File: config.mk
export PLATFORM = sky130hd
export DESIGN_NAME = stopwatch_counter
export DESIGN_NICKNAME = d
export VERILOG_FILES = /design/src/rtl/stopwatch_counter.sv
export SDC_FILE = /design/constraint.sdc
export NUM_CORES = 1
export LEC_CHECK = 0
export CORE_ASPECT_RATIO = 1.1
export CORE_MARGIN = 2
export CORE_UTILIZATION = 61
export CTS_BUF_LIST = sky130_fd_sc_hd__clkbuf_8
export DETAILED_ROUTE_END_ITERATION = 7
export GPL_ROUTABILITY_DRIVEN = 0
export PLACE_DENSITY = 0.95
export SYNTH_ARGS = -nofsm -noshare
export SYNTH_HDL_FRONTEND = slang
export SYNTH_SLANG_ARGS = --single-unit
File: constraint.sdc
create_clock -name clk -period 3.95 [get_ports clk]
set_clock_uncertainty 0.05 [all_clocks]
set_input_delay 0.395 -clock clk [delete_from_list [all_inputs] [get_ports clk]]
set_output_delay 0.395 -clock clk [all_outputs]
set_load 0.01 [all_outputs]
File: src/rtl/stopwatch_counter.sv
// -----------------------------------------------------------------------------
// stopwatch_counter
//
// Time-keeping datapath for the stopwatch. A prescaler divides clk down to a
// centisecond rate, and each prescaler roll-over advances a four-digit BCD
// cascade SS.CC (seconds 00-59, centiseconds 00-99). The upstream control FSM
// decides clear/run/hold; this block has no state machine of its own.
//
// Parameters:
//   CLK_FREQ  input clock frequency in Hz
//   TICK_HZ   digit-increment rate in Hz; CLK_FREQ must be an exact multiple
//             of TICK_HZ and CLK_FREQ/TICK_HZ must be >= 2
//
// Ports:
//   clk            in   system clock, rising edge
//   reset          in   synchronous active-high, clears all state
//   init_regs      in   clear prescaler and digits (beats count_enabled)
//   count_enabled  in   advance prescaler / digits
//   time_bcd       out  {sec_tens, sec_ones, csec_tens, csec_ones}
//   tick           out  registered 1-cycle pulse on the edge the digits advance
//   wrapped        out  registered 1-cycle pulse on the 59.99 -> 00.00 edge
//
// Priority on every edge: reset > init_regs > count_enabled > hold.
// -----------------------------------------------------------------------------
module stopwatch_counter #(
    parameter int CLK_FREQ = 100000000,
    parameter int TICK_HZ  = 100
) (
    input  logic        clk,
    input  logic        reset,
    input  logic        init_regs,
    input  logic        count_enabled,
    output logic [15:0] time_bcd,
    output logic        tick,
    output logic        wrapped
);

    localparam int DIV = CLK_FREQ / TICK_HZ;
    localparam int PW  = (DIV > 1) ? $clog2(DIV) : 1;
    localparam logic [PW-1:0] PRE_LAST = PW'(DIV - 1);

    logic [PW-1:0] prescaler;
    logic [3:0]    sec_tens;
    logic [3:0]    sec_ones;
    logic [3:0]    csec_tens;
    logic [3:0]    csec_ones;

    // Candidate digit values for a tick edge, with carries between stages.
    logic [3:0] nxt_csec_ones;
    logic [3:0] nxt_csec_tens;
    logic [3:0] nxt_sec_ones;
    logic [3:0] nxt_sec_tens;
    logic       c_csec_ones;
    logic       c_csec_tens;
    logic       c_sec_ones;
    logic       c_sec_tens;
    logic       pre_last;

    // One BCD stage: returns {carry_out, next_digit}. A digit above its
    // maximum is unreachable in normal operation; it is cleared to 0 without
    // carrying so the cascade recovers on the next tick.
    function automatic logic [4:0] bcd_step(input logic [3:0] d,
                                            input logic [3:0] max_d,
                                            input logic       cin);
        logic [4:0] r;
        if (d > max_d) begin
            r = 5'b0_0000;
        end else if (!cin) begin
            r = {1'b0, d};
        end else if (d == max_d) begin
            r = 5'b1_0000;
        end else begin
            r = {1'b0, d + 4'd1};
        end
        return r;
    endfunction

    always_comb begin
        {c_csec_ones, nxt_csec_ones} = bcd_step(csec_ones, 4'd9, 1'b1);
        {c_csec_tens, nxt_csec_tens} = bcd_step(csec_tens, 4'd9, c_csec_ones);
        {c_sec_ones,  nxt_sec_ones}  = bcd_step(sec_ones,  4'd9, c_csec_tens);
        {c_sec_tens,  nxt_sec_tens}  = bcd_step(sec_tens,  4'd5, c_sec_ones);
        pre_last = (prescaler == PRE_LAST);
    end

    always_ff @(posedge clk) begin
        if (reset || init_regs) begin
            // Any partial prescale is discarded; no tick is produced.
            prescaler <= '0;
            sec_tens  <= 4'd0;
            sec_ones  <= 4'd0;
            csec_tens <= 4'd0;
            csec_ones <= 4'd0;
            tick      <= 1'b0;
            wrapped   <= 1'b0;
        end else if (count_enabled) begin
            if (pre_last) begin
                prescaler <= '0;
                sec_tens  <= nxt_sec_tens;
                sec_ones  <= nxt_sec_ones;
                csec_tens <= nxt_csec_tens;
                csec_ones <= nxt_csec_ones;
                tick      <= 1'b1;
                // Carry out of the top stage means we were at 59.99.
                wrapped   <= c_sec_tens;
            end else begin
                prescaler <= prescaler + 1'b1;
                tick      <= 1'b0;
                wrapped   <= 1'b0;
            end
        end else begin
            // Hold: prescaler and digits keep their values so a paused
            // partial centisecond resumes where it left off.
            tick    <= 1'b0;
            wrapped <= 1'b0;
        end
    end

    assign time_bcd = {sec_tens, sec_ones, csec_tens, csec_ones};

endmodule

==> impl_metrics.yaml <==
outcome:
  run_status: "completed"
synth:
  synth_fp_nets: 223
  ys_ff_latch: 38
  synthAdderAreaFrac: 0.00694
  synthTopCellsByArea: "dfxtp_1 (42%), nor2_1 (7.7%), xnor2_1 (6.3%)"
  ys.warnings.count: 0
  synthXorXnorAreaFrac: 0.0923
  synth_cells: 218
  synthFlopType: "dfxtp_1"
  synth-compound-area-share: 0.108
  synthMuxAreaShare: 0.00555
  synth_cell_types: 38
  syn-cell-area_mm2: 0.00180
  yosys.area_share.simple: 0.336
  async_reset_ff_frac: 0
  syn_avg_cell_area_um2: 8.27
  yosysTopAreaCell: "dfxtp_1"
  synth_edf_count: 0
  ys_seq_area_frac: 0.422
  synth_top_family_by_area: "simple AND/OR/NAND/NOR gates"
  synth_top_area_share: 0.422
power:
  intPower_uw: 526
  p_per_area_mw_per_mm2: 313
  p_comb_frac: 0.020
  p_clk_frac: 0.398
  power_switching_uw: 134
  seqPwrFrac: 0.582
  swShare: 0.203
  peakVddDrop_mv: 0.386
  leakagePower_nw: 0.640
die:
  initial_utilization: 0.643
  num_rows: 20
  dieWidth_um: 55.8
  core_area_mm2: 0.00280
  dieArea_mm2: 0.00341
  ios: 22
  die_h_um: 61.0
cells_and_area:
  final_common_cell: "dfxtp_1"
  multiInputGateArea_um2: 988
  area_growth_pct: 17.1
  postLayoutCoreUtil: 0.753
  drive_above_1_share: 0.0586
  final_cell_mix: "dfxtp_1 (38), nor2_1 (37), clkdlybuf4s50_1 (21)"
  diodes: 0
  fin_cells: 272
  nets: 243
  seq_area_um2: 761
  fill_cells: 220
routing:
  first_pass_iters: 4
  totalWireLength_um: 3780
  antenna_left: 0
  vias_per_cell: 6.11
  via_count: 1663
  wire_per_inst_um: 13.9
  drt_iter0_markers: 104
  drc_errors: 0
sta:
  hold_violations: 0
  worst_pin_slew_ns: 0.579
  fmaxAchievable_mhz: 452
  relSlewSlack: 0.613
  setup_ws_ns: 1.74
  tns_ns: 0
  setup_viol: 0
  period_share: 0.560
  drv_slew: 0
  period_needed_ns: 2.21
  rsz0062_at_grt: "no"
worst_setup_path:
  crit_start: "count_enabled"
  cp_slowest_stage_delay_ns: 0.59
  path_class: "in2reg"
  r2r_cells: 5
  cpMaxStageDelayCell: "clkdlybuf4s50_1"
  critPathMaxFanout: 23
  crit_required_ns: 4.12
  path_cells: "clkdlybuf4s50_1 > nand3_1 > nor2_1 > nand4_1 > buf_4 > or4_1 > a21oi_1"
  start_kind: "input port"
  end_kind: "register"
  critPathArrivalTime_ns: 2.38
  ff2ff_setup_slack_ns: 1.81
  timing.rr.start: "csec_ones[0]$_SDFFE_PP0P_"
grt:
  grt_pass1_vias: 1404
  overflow: 0
  grt_max_degree: 24
  grt_pass1_wl_um: 6180
  antenna_found_initial: 0
  grt_use_total: 0.236
cts:
  hold_buffers: 0
  cts_setup_buffers: 0
  clkLatencyLatePin_ns: 0.29
  clock_tree.root_cell: "clkbuf_8"
  clock_path_buffers: 2
  clkSinkCount: 38
  cts_resized: 0
  cts_tree: "built"
  cts_max_level: 2
  numCtsBuffers: 5
  cts.clk_slew.worst_paths_ns: 0.07
flow_run:
  cap_violations: 0
worst_hold_path:
  hold_depth: 2
  worstHoldPathType: "reg2reg"
  worst_hold_startpoint: "prescaler[1]$_SDFFE_PP0P_"
placement:
  dp_cells: 264
  dp_slack_ns: 1.44
  portBuffers: 21
  dp_hpwl_um: 2560
==> flip-flops by register name, indices dropped and copies added (netlist names) <==
signal and cells:
csec_tens 4, sec_ones 4, sec_tens 4, wrapped 1, prescaler 20, csec_ones 4
tick 1
==> worst max-delay path: cells and delay by family <==
| kind | cells | cell delay [ns] |
|---|---|---|
| and+or+nand+nor | 4 | 1.01 |
| AOI/OAI and AO/OA | 1 | 0.16 |
| buffers and inverters | 2 | 0.81 |
==> routing by layer <==
metal | routed length, µm | up-vias | share of wire | global-route usage
li1 | - | 820 | - | -
met1 | 1650 | 799 | 0.44 | 0.273
met2 | 1930 | 39 | 0.51 | 0.422
met3 | 151 | 5 | 0.040 | 0.0609
met4 | 57 | 0 | 0.015 | 0.112
met5 | 0 | - | 0 | 0
==> per-stage QoR <==
step,area (µm²),power (mW),hold slack (ns)
after floorplan,1800,0.402,0.437
after global placement,2020,0.406,0.449
after detailed placement,2020,0.406,0.468
after CTS,2110,0.671,0.487
after global routing,2110,0.687,0.527
final,2110,0.661,0.482
==> area by class of cell <==
class / instances / share of cell area
Inverter: 3 / 0.00533
Multi-Input combinational cell: 168 / 0.468
Timing Repair Buffer: 22 / 0.103
Sequential cell: 38 / 0.360
Tap cell: 33 / 0.0196
Clock inverter: 2 / 0.00415
Clock buffer: 6 / 0.0391
==> synth_stat cells (2+ instances only) <==
cell / count
dfxtp_1: 38
nor2_1: 37
a21oi_1: 15
nand2_1: 13
xnor2_1: 13
o21ai_0: 12
nand3_1: 10
nand4_1: 8
nor3_1: 7
nor4_1: 6
xor2_1: 6
or4_1: 5
a31oi_1: 4
and3_1: 4
clkbuf_1: 4
and4_1: 3
buf_2: 3
inv_1: 3
nand3b_1: 3
or2_2: 3
nand4b_1: 2
nor2b_1: 2
nor4b_1: 2
==> worst paths after layout <==
| check | end |
|---|---|
| worst max register to register | sec_tens[2]$_SDFFE_PP0P_ |
| worst min-delay path | prescaler[1]$_SDFFE_PP0P_ |
| worst max-delay path | csec_ones[2]$_SDFFE_PP0P_ |
| worst min register to register | prescaler[1]$_SDFFE_PP0P_ |
==> power by group through the flow <==
stage	Sequential [mW]	Clock (mW)	Combinational (mW)
6_report	0.384	0.263	0.0132
5_1_grt	0.384	0.288	0.0148
4_1_cts	0.384	0.274	0.0132
3_5_place_dp	0.393	0	0.0132
3_3_place_gp	0.393	0	0.0128
2_1_floorplan	0.393	0	0.00901
==> logic make-up after synthesis <==
| kind of cell | Yosys count |
|---|---|
| xor+xnor | 19 |
| compound gates | 35 |
| buf+inv | 12 |
| mux | 1 |
| simple gates | 112 |
| flops | 38 |
| fa+ha+maj | 1 |
Note: power is estimated with default switching activity, not from simulation.
